===== src/rtl/sys_cmd_ctrl.sv =====
// rtl/sys_cmd_ctrl.sv - host byte-frame command parser driving register file, ALU and UART TX
module sys_cmd_ctrl #(
    parameter int DATA_WIDTH    = 8,
    parameter int ADDRESS_WIDTH = 4,
    parameter int FUN_WIDTH     = 4,
    parameter int OUT_WIDTH     = 16,
    parameter int FRAME_TIMEOUT = 4096
) (
    input  logic                     CLK,
    input  logic                     RST,
    input  logic [DATA_WIDTH-1:0]    RX_P_DATA,
    input  logic                     RX_D_VLD,
    output logic                     WR_EN,
    output logic                     RD_EN,
    output logic [ADDRESS_WIDTH-1:0] ADDRESS,
    output logic [DATA_WIDTH-1:0]    WR_DATA,
    input  logic [DATA_WIDTH-1:0]    RD_DATA,
    input  logic                     RD_DATA_VLD,
    output logic                     ALU_EN,
    output logic [FUN_WIDTH-1:0]     ALU_FUN,
    input  logic [OUT_WIDTH-1:0]     ALU_OUT,
    input  logic                     ALU_OUT_VLD,
    output logic                     CLK_GATE_EN,
    output logic [DATA_WIDTH-1:0]    TX_P_DATA,
    output logic                     TX_D_VLD,
    input  logic                     TX_READY
);

    localparam int CNT_W = $clog2(FRAME_TIMEOUT);

    typedef enum logic [3:0] {
        S_IDLE, S_WR_ADDR, S_WR_DATA, S_RD_ADDR, S_RD_WAIT, S_OP_A,
        S_OP_B, S_FUN, S_ALU_WAIT, S_TX_LO, S_TX_HI
    } state_t;

    state_t                   state_q, state_d;
    logic [CNT_W-1:0]         cnt_q, cnt_d;
    logic                     wr_en_q, wr_en_d;
    logic                     rd_en_q, rd_en_d;
    logic                     alu_en_q, alu_en_d;
    logic                     gate_q, gate_d;
    logic                     tx_vld_q, tx_vld_d;
    logic [ADDRESS_WIDTH-1:0] address_q, address_d;
    logic [DATA_WIDTH-1:0]    wr_data_q, wr_data_d;
    logic [FUN_WIDTH-1:0]     alu_fun_q, alu_fun_d;
    logic [DATA_WIDTH-1:0]    tx_data_q, tx_data_d;
    logic [DATA_WIDTH-1:0]    tx_hi_q, tx_hi_d;

    always_comb begin
        state_d   = state_q;
        wr_en_d   = 1'b0;
        rd_en_d   = 1'b0;
        alu_en_d  = 1'b0;
        address_d = address_q;
        wr_data_d = wr_data_q;
        alu_fun_d = alu_fun_q;
        tx_data_d = tx_data_q;
        tx_vld_d  = tx_vld_q;
        tx_hi_d   = tx_hi_q;
        case (state_q)
            S_IDLE: if (RX_D_VLD) begin
                if (RX_P_DATA == DATA_WIDTH'(8'hAA))      state_d = S_WR_ADDR;
                else if (RX_P_DATA == DATA_WIDTH'(8'hBB)) state_d = S_RD_ADDR;
                else if (RX_P_DATA == DATA_WIDTH'(8'hCC)) state_d = S_OP_A;
                else if (RX_P_DATA == DATA_WIDTH'(8'hDD)) state_d = S_FUN;
            end
            S_WR_ADDR: if (RX_D_VLD) begin
                address_d = RX_P_DATA[ADDRESS_WIDTH-1:0];
                state_d   = S_WR_DATA;
            end
            S_WR_DATA: if (RX_D_VLD) begin
                wr_data_d = RX_P_DATA;
                wr_en_d   = 1'b1;
                state_d   = S_IDLE;
            end
            S_RD_ADDR: if (RX_D_VLD) begin
                address_d = RX_P_DATA[ADDRESS_WIDTH-1:0];
                rd_en_d   = 1'b1;
                state_d   = S_RD_WAIT;
            end
            S_RD_WAIT: if (RD_DATA_VLD) begin
                tx_data_d = RD_DATA;
                tx_vld_d  = 1'b1;
                state_d   = S_TX_HI;
            end
            S_OP_A: if (RX_D_VLD) begin
                address_d = '0;
                wr_data_d = RX_P_DATA;
                wr_en_d   = 1'b1;
                state_d   = S_OP_B;
            end
            S_OP_B: if (RX_D_VLD) begin
                address_d = ADDRESS_WIDTH'(1);
                wr_data_d = RX_P_DATA;
                wr_en_d   = 1'b1;
                state_d   = S_FUN;
            end
            S_FUN: if (RX_D_VLD) begin
                alu_fun_d = RX_P_DATA[FUN_WIDTH-1:0];
                alu_en_d  = 1'b1;
                state_d   = S_ALU_WAIT;
            end
            S_ALU_WAIT: if (ALU_OUT_VLD) begin
                tx_data_d = ALU_OUT[DATA_WIDTH-1:0];
                tx_hi_d   = ALU_OUT[OUT_WIDTH-1:DATA_WIDTH];
                tx_vld_d  = 1'b1;
                state_d   = S_TX_LO;
            end
            S_TX_LO: if (TX_READY) begin
                tx_data_d = tx_hi_q;
                state_d   = S_TX_HI;
            end
            S_TX_HI: if (TX_READY) begin
                tx_vld_d = 1'b0;
                state_d  = S_IDLE;
            end
            default: state_d = S_IDLE;
        endcase
        // Any state that makes no progress for the whole window gives up silently.
        if (state_q != S_IDLE && state_d == state_q && cnt_q == CNT_W'(FRAME_TIMEOUT - 1)) begin
            state_d  = S_IDLE;
            tx_vld_d = 1'b0;
        end
        cnt_d  = (state_d != state_q || state_q == S_IDLE) ? '0 : cnt_q + CNT_W'(1);
        // Gate opens on entering FUN so it leads ALU_EN by at least one cycle.
        gate_d = (state_d == S_FUN) || (state_d == S_ALU_WAIT);
    end

    always_ff @(posedge CLK) begin
        if (RST) begin
            state_q   <= S_IDLE;
            cnt_q     <= '0;
            wr_en_q   <= 1'b0;
            rd_en_q   <= 1'b0;
            alu_en_q  <= 1'b0;
            gate_q    <= 1'b0;
            tx_vld_q  <= 1'b0;
            address_q <= '0;
            wr_data_q <= '0;
            alu_fun_q <= '0;
            tx_data_q <= '0;
            tx_hi_q   <= '0;
        end else begin
            state_q   <= state_d;
            cnt_q     <= cnt_d;
            wr_en_q   <= wr_en_d;
            rd_en_q   <= rd_en_d;
            alu_en_q  <= alu_en_d;
            gate_q    <= gate_d;
            tx_vld_q  <= tx_vld_d;
            address_q <= address_d;
            wr_data_q <= wr_data_d;
            alu_fun_q <= alu_fun_d;
            tx_data_q <= tx_data_d;
            tx_hi_q   <= tx_hi_d;
        end
    end

    assign WR_EN       = wr_en_q;
    assign RD_EN       = rd_en_q;
    assign ADDRESS     = address_q;
    assign WR_DATA     = wr_data_q;
    assign ALU_EN      = alu_en_q;
    assign ALU_FUN     = alu_fun_q;
    assign CLK_GATE_EN = gate_q;
    assign TX_P_DATA   = tx_data_q;
    assign TX_D_VLD    = tx_vld_q;

endmodule


===== config.mk =====
export PLATFORM = sky130hd
export DESIGN_NAME = sys_cmd_ctrl
export DESIGN_NICKNAME = d
export VERILOG_FILES = /design/src/rtl/sys_cmd_ctrl.sv
export SDC_FILE = /design/constraint.sdc
export NUM_CORES = 1
export LEC_CHECK = 0
export BUFFER_PORTS_ARGS = -buffer_cell sky130_fd_sc_hd__buf_2
export CAP_MARGIN = 20
export CORE_MARGIN = 2
export CORE_UTILIZATION = 48
export CTS_BUF_LIST = sky130_fd_sc_hd__clkbuf_4 sky130_fd_sc_hd__clkbuf_8 sky130_fd_sc_hd__clkbuf_16
export CTS_CLUSTER_SIZE = 40
export DETAILED_ROUTE_END_ITERATION = 10
export PLACE_DENSITY_LB_ADDON = 0.25
export RECOVER_POWER = 50
export SYNTH_ARGS = -nofsm -noshare
export SYNTH_HDL_FRONTEND = slang
export SYNTH_SLANG_ARGS = --single-unit

===== constraint.sdc =====
create_clock -name CLK -period 1.9 [get_ports CLK]
set_input_delay 0.285 -clock CLK [delete_from_list [all_inputs] [get_ports CLK]]
set_output_delay 0.285 -clock CLK [all_outputs]
set_load 0.005 [all_outputs]

==> impl_metrics.csv, run 1 <==
group,metric,value,unit
logic_synthesis,synth.avg_cell_area,8.823,sq um
logic_synthesis,seq_area_frac_synth,38.67,%
logic_synthesis,synth_seq_cells,53,
run,drv_cap,0,
critical_path,path_class,"reg -> reg",
logic_synthesis,synth_area,2744,sq um
route,drc,0,
route,vias,2837,
clocking,hold_buffers,0,
logic_synthesis,synth_ff_type,"dfxtp_1",
floorplan,die_w,79.61,microns
power_and_ir_drop,design_power_total,0.002111,W
route,wire_per_inst,16.63,microns
logic_synthesis,synth_area_leaders,"dfxtp_1 39%, mux2i_1 13%, nor2_1 7.3%, a21oi_1 4.0%, nand2_1 2.7%",
route,routed_wl,8.364,mm
logic_synthesis,yosysTopAreaCell,"dfxtp_1",
route,drt_iter0_markers,229,
sta,layout_worst_path_cycle_share,103.4,%
sta,skew,0.009642,ns
clocking,cts_buffers,5,
cells_and_area,drive_above_1_share,40.14,%
clocking,clock_sinks,53,
global_route,grt_pass1_vias,2707,
logic_synthesis,synthDistinctLibCells,57,
critical_path,arrival,2.19,ns
sta,setup_slack,-0.06401,ns
clocking,cts.clk_slew.worst_paths,0.10,ns
logic_synthesis,synth-edff-count,0,
floorplan,initial_utilization,49.83,%
clocking,root_buffer,"clkbuf_8",
critical_path,cp-end-kind,"flop",
logic_synthesis,synth_nets,350,
critical_path,worstSetupStartpointType,"flop",
cells_and_area,diodes,0,
sta,setup_violations,8,
global_route,antenna_found_initial,0,
clocking,cts_tree,"done",
sta,fin_crit,1.964,ns
global_route,track_usage,25.22,%
route,viasPerCell,5.640,
floorplan,fp.dieH,79.61,microns
placed_design,dpl-instance-area,3505,sq um
critical_path,crit_required,2.12,ns
outcome,violations,"negative setup slack",
logic_synthesis,ys_async_sr_fraction,0,%
route,antenna_left,0,
cells_and_area,syn_to_final_growth,48.34,%
global_route,grt_pass1_wl,12.61,mm
sta,fmax,509.2,MHz
min_path,worstHoldPathType,"in -> reg",
sta,max_slew.worst_pin.slew,0.4707,ns
floorplan,core,5507,sq um
placed_design,hpwl,5.515,mm
sta,rsz0062_at_grt,"true",
logic_synthesis,synthCells,311,
power_and_ir_drop,power_leakage,1.664,nW
outcome,status,"finished with violations",
floorplan,io_pins,67,
route,first_pass_iters,4,
cells_and_area,fill_cells,400,
global_route,grt_max_degree,30,
power_and_ir_drop,power_density,518.7,nW/um^2
power_and_ir_drop,max-vdd-ir-drop,0.5765,mV
cells_and_area,finalInstanceArea,4070,sq um
floorplan,dieArea,6337,sq um
placed_design,port_buffers,66,
critical_path,path_max_fanout,6,
clocking,htreeDepth,2,
logic_synthesis,synth.top_cell.area_share,38.67,%
clocking,clock_path_buffers,2,
sta,final_max_slew_viol_count,0,
sta,slew_headroom,67.81,%
placed_design,gp_congestion,0.9234,
global_route,overflow,0,
clocking,insertion_delay,0.32,ns
logic_synthesis,ys_top_cells_by_count,"53 x dfxtp_1, 53 x nor2_1, 37 x mux2i_1, 22 x a21oi_1, 20 x nand2_1",
sta,hold_viol_final,0,
floorplan,num_rows,27,
cells_and_area,nets,469,
logic_synthesis,yosysWarnings,0,
## what timing repair did
action	4_1_cts	5_1_grt
setup buffers	6	3
cloned	2	0
setup endpoints to repair	26	26
hold endpoints to repair	0	0
resized for setup	35	37
pin swaps	12	18
## layer usage
layer | routed length (microns) | GRT usage [%] | share of wire, %
met2 | 4225 | 43.53 | 51
met4 | 178 | 7.414 | 2.1
met1 | 3498 | 31.78 | 42
met5 | 0 | 0 | 0
met3 | 462 | 4.864 | 5.5
## power by group
group,leakage (nW),total [W],switching [W],internal (W)
clock network,0.0574,0.000821,0.000392,0.000429
registers,0.430,0.00111,0.00000153,0.00111
logic,1.18,0.000183,0.0000959,0.0000867
## registers in the layout (all words and copies together), names as in the netlist, 4 cells and up
name and count:
cnt_q 12, TX_P_DATA 8, WR_DATA 8, tx_hi_q 8, ADDRESS 4, ALU_FUN 4
state_q 4
## layout make-up
type / count / area (sq um) / area share [%]
multi-input combinational: 237 / 1848 / 45.40
sequential: 53 / 1077 / 26.47
timing repair buffer: 131 / 927.1 / 22.78
tap: 72 / 90.09 / 2.213
clock buffer: 6 / 82.58 / 2.029
clock inverter: 2 / 37.54 / 0.9222
inverter: 2 / 7.507 / 0.1844
## worst paths after layout
path | startpoint | end | slack, ns | cells past startpoint
worst max register to register | state_q[0]$_SDFF_PP0_ | cnt_q[9]$_SDFF_PP0_ | -0.06 | 9
worst min-delay path | ALU_OUT[10] | tx_hi_q[2]$_SDFFE_PP0P_ | 0.19 | 3
worst max-delay path | state_q[0]$_SDFF_PP0_ | cnt_q[9]$_SDFF_PP0_ | -0.06 | 9
worst min register to register | ADDRESS[0]$_SDFFE_PP0P_ | ADDRESS[0]$_SDFFE_PP0P_ | 0.48 | 2
## layout by cell type, fill, tap and decap left out, types with 3 or more instances in the layout
| cell | Yosys | final |
|---|---|---|
| dfxtp_1 | 53 | 48 |
| xnor2_1 | 6 | 6 |
| clkbuf_1 | 4 | 15 |
| dfxtp_4 | 0 | 4 |
| buf_6 | 3 | 10 |
| buf_4 | 3 | 48 |
| nand4_1 | 3 | 3 |
| xor2_1 | 6 | 6 |
| a21oi_1 | 22 | 20 |
| nand2_1 | 20 | 17 |
| nand3_1 | 10 | 9 |
| mux2i_1 | 37 | 37 |
| clkbuf_8 | 0 | 6 |
| nand2b_4 | 0 | 3 |
| nor2_1 | 53 | 52 |
| buf_12 | 0 | 5 |
| nor3_2 | 0 | 5 |
| and3_1 | 5 | 4 |
| nand2_2 | 0 | 3 |
| buf_2 | 8 | 51 |
| nor4_4 | 0 | 4 |
| nor2b_1 | 5 | 5 |
## critical path, cell delays in order, from the launching register on
cell and delay, ns:
dfxtp_4 0.39, buf_6 0.13, buf_6 0.13, nor2_4 0.04
a21o_1 0.19, a2bb2oi_4 0.20, nand3b_1 0.13, a21o_4 0.24
buf_12 0.15, nor4_4 0.28
## kinds of logic (layout without fill, tap and decap cells)
kind of cell / after synthesis / after routing / synth area share [%]
and+or+nand+nor: 133 / 133 / 25.95
AOI/OAI and AO/OA: 53 / 53 / 12.72
DFF: 53 / 53 / 38.67
adders and majority gates: 1 / 1 / 0.4559
buffers and inverters: 21 / 141 / 4.468
muxes: 38 / 38 / 13.91
xor gates and xnor gates: 12 / 12 / 3.830
## metrics by stage
| stage | hold slack, ns | setup TNS (ns) | worst slack, ns | std cells | util, % |
|---|---|---|---|---|---|
| 6_report | 0.1931 | -0.1222 | -0.06401 | 503 | 73.91 |
| 5_1_grt | 0.2230 | -1.115 | -0.1203 | 503 | 73.91 |
| 2_1_floorplan | 0.4289 | 0 | 0.06317 | 311 | - |
| 4_1_cts | 0.2069 | -0.004577 | -0.002617 | 500 | 70.60 |
| 3_3_place_gp | 0.4378 | -1.348 | -0.1208 | 484 | 63.64 |
| 3_5_place_dp | 0.4565 | -1.967 | -0.1711 | 484 | 63.64 |
(Power assumes the default switching activity.)
==> inputs of run 2 (changes only) <==
==> constraint.sdc (replaced) <==
create_clock -name CLK -period 1.7 [get_ports CLK]
set_input_delay 0.255 -clock CLK [delete_from_list [all_inputs] [get_ports CLK]]
set_output_delay 0.255 -clock CLK [all_outputs]
set_load 0.005 [all_outputs]
==> impl_metrics.csv, run 2 (same netlist as run 1, synthesis figures left out) <==
group,metric,value,unit
clocking,cts.clk_slew.worst_paths,0.10,ns
clocking,insertion_delay,0.31,ns
cells_and_area,drive_above_1_share,39.21,%
placed_design,dpl-instance-area,3575,sq um
critical_path,path_class,"reg -> reg",
route,drc,0,
sta,holdWs,0.1704,ns
global_route,overflow,0,
sta,setup_slack,-0.2118,ns
power_and_ir_drop,max-vdd-ir-drop,0.3570,mV
outcome,status,"finished with violations",
floorplan,dieArea,6337,sq um
cells_and_area,nets,469,
clocking,clock_sinks,53,
cells_and_area,largest_reg_flops,12,
cells_and_area,fin_cells,503,
sta,max_slew.worst_pin.slew,0.3765,ns
route,drt_iter0_markers,185,
clocking,root_buffer,"clkbuf_8",
cells_and_area,mostFrequentLayoutCells,"56 x buf_4, 55 x buf_2, 49 x dfxtp_1, 48 x nor2_1, 37 x mux2i_1",
critical_path,worstSetupStartpointType,"flop",
global_route,grt_pass1_vias,2564,
min_path,worstHoldPathType,"in -> reg",
critical_path,path_cells,"buf_6, or2b_1, a21o_1, and3_1, and2_1, o22ai_2, buf_12, nor4_1",
power_and_ir_drop,power_density,572.4,nW/um^2
sta,slew_headroom,74.25,%
route,viasPerCell,5.475,
sta,fmax,523.1,MHz
route,antenna_left,0,
clocking,htreeDepth,2,
route,routed_wl,7.484,mm
cells_and_area,fin_util,70.14,%
sta,final_max_slew_viol_count,0,
sta,layout_worst_path_cycle_share,112.5,%
critical_path,cp-end-kind,"flop",
critical_path,crit_required,1.89,ns
critical_path,crit_path_max_incr_delay,0.46,ns
clocking,clock_path_buffers,2,
critical_path,path_delay_family,"simple AND/OR/NAND/NOR gates",
global_route,grt_max_degree,34,
floorplan,initial_utilization,49.83,%
clocking,hold_buffers,0,
cells_and_area,mostFrequentLayoutCell,"buf_4",
clocking,cts_buffers,5,
sta,setup_violations,15,
route,first_pass_iters,4,
floorplan,num_rows,27,
power_and_ir_drop,power_leakage,1.634,nW
cells_and_area,finalInstanceArea,3862,sq um
floorplan,core,5507,sq um
global_route,track_usage,23.18,%
floorplan,die_w,79.61,microns
run,drv_cap,0,
global_route,grt_pass1_wl,11.74,mm
route,vias,2754,
placed_design,gp_congestion,0.9039,
critical_path,path_max_fanout,12,
clocking,cts_tree,"done",
critical_path,crit_buf_inv,2,
cells_and_area,syn_to_final_growth,40.77,%
outcome,violations,"negative setup slack",
route,wire_per_inst,14.88,microns
critical_path,arrival,2.10,ns
global_route,antenna_found_initial,0,
floorplan,io_pins,67,
sta,rsz0062_at_grt,"true",
placed_design,placed_cells,489,
placed_design,port_buffers,66,
sta,skew,0.006576,ns
sta,hold_viol_final,0,
floorplan,fp.dieH,79.61,microns
cells_and_area,diodes,0,
cells_and_area,largest-register,"cnt_q",
placed_design,hpwl,5.206,mm
critical_path,critPathSlowestCell,"dfxtp_4",
sta,fin_crit,1.912,ns
## run 2: final timing paths
path,start,to,slack (ns),depth (start not counted)
worst max-delay path,state_q[0]$_SDFF_PP0_,cnt_q[11]$_SDFF_PP0_,-0.21,8
worst min-delay path,ALU_OUT[10],tx_hi_q[2]$_SDFFE_PP0P_,0.17,3
worst max register to register,state_q[0]$_SDFF_PP0_,cnt_q[11]$_SDFF_PP0_,-0.21,8
worst min register to register,ADDRESS[1]$_SDFFE_PP0P_,ADDRESS[1]$_SDFFE_PP0P_,0.46,2
## run 2: where the power goes
group / internal [W] / switching, W
logic: 0.0000902 / 0.0000964
clock network: 0.000337 / 0.000449
registers: 0.00124 / 0.00000224
## run 2: worst register-to-register path, cell delays in order, from the launching register on
cell	delay [ns]
dfxtp_4	0.46
buf_6	0.17
or2b_1	0.24
a21o_1	0.18
and3_1	0.20
and2_1	0.18
o22ai_2	0.14
buf_12	0.17
nor4_1	0.06
## run 2: final cells by class
class / instances / area [sq um]
clock inverter: 2 / 16.27
clock buffer: 6 / 82.58
sequential: 53 / 1076
inverter: 2 / 7.507
multi-input combinational: 237 / 1717
tap: 72 / 90.09
fill: 401 / 1644
timing repair buffer: 131 / 873.3
## run 2: per-stage QoR
step,total power (W),setup WS (ns),setup TNS (ns)
final,0.002211,-0.2118,-2.493
after detailed placement,0.001438,-0.2266,-3.085
after CTS,0.002202,-0.1660,-1.951
after floorplan,0.001346,0.002259,0
after global routing,0.002269,-0.2982,-3.786
after global placement,0.001435,-0.2054,-2.738
## run 2: what timing repair did
item                       4_1_cts  5_1_grt
resized for setup               14       25
setup endpoints to repair       19       35
hold endpoints to repair         0        0
pin swaps                        2        1
buffers inserted                 4        2
## run 2: per-layer routing
| metal | global-route usage, % | vias up | share of wire (%) |
|---|---|---|---|
| met5 | 0 | - | 0 |
| met4 | 7.586 | 0 | 2.5 |
| met3 | 4.186 | 22 | 6.1 |
| met2 | 38.40 | 92 | 48 |
| met1 | 30.42 | 1290 | 43 |
| li1 | - | 1350 | - |
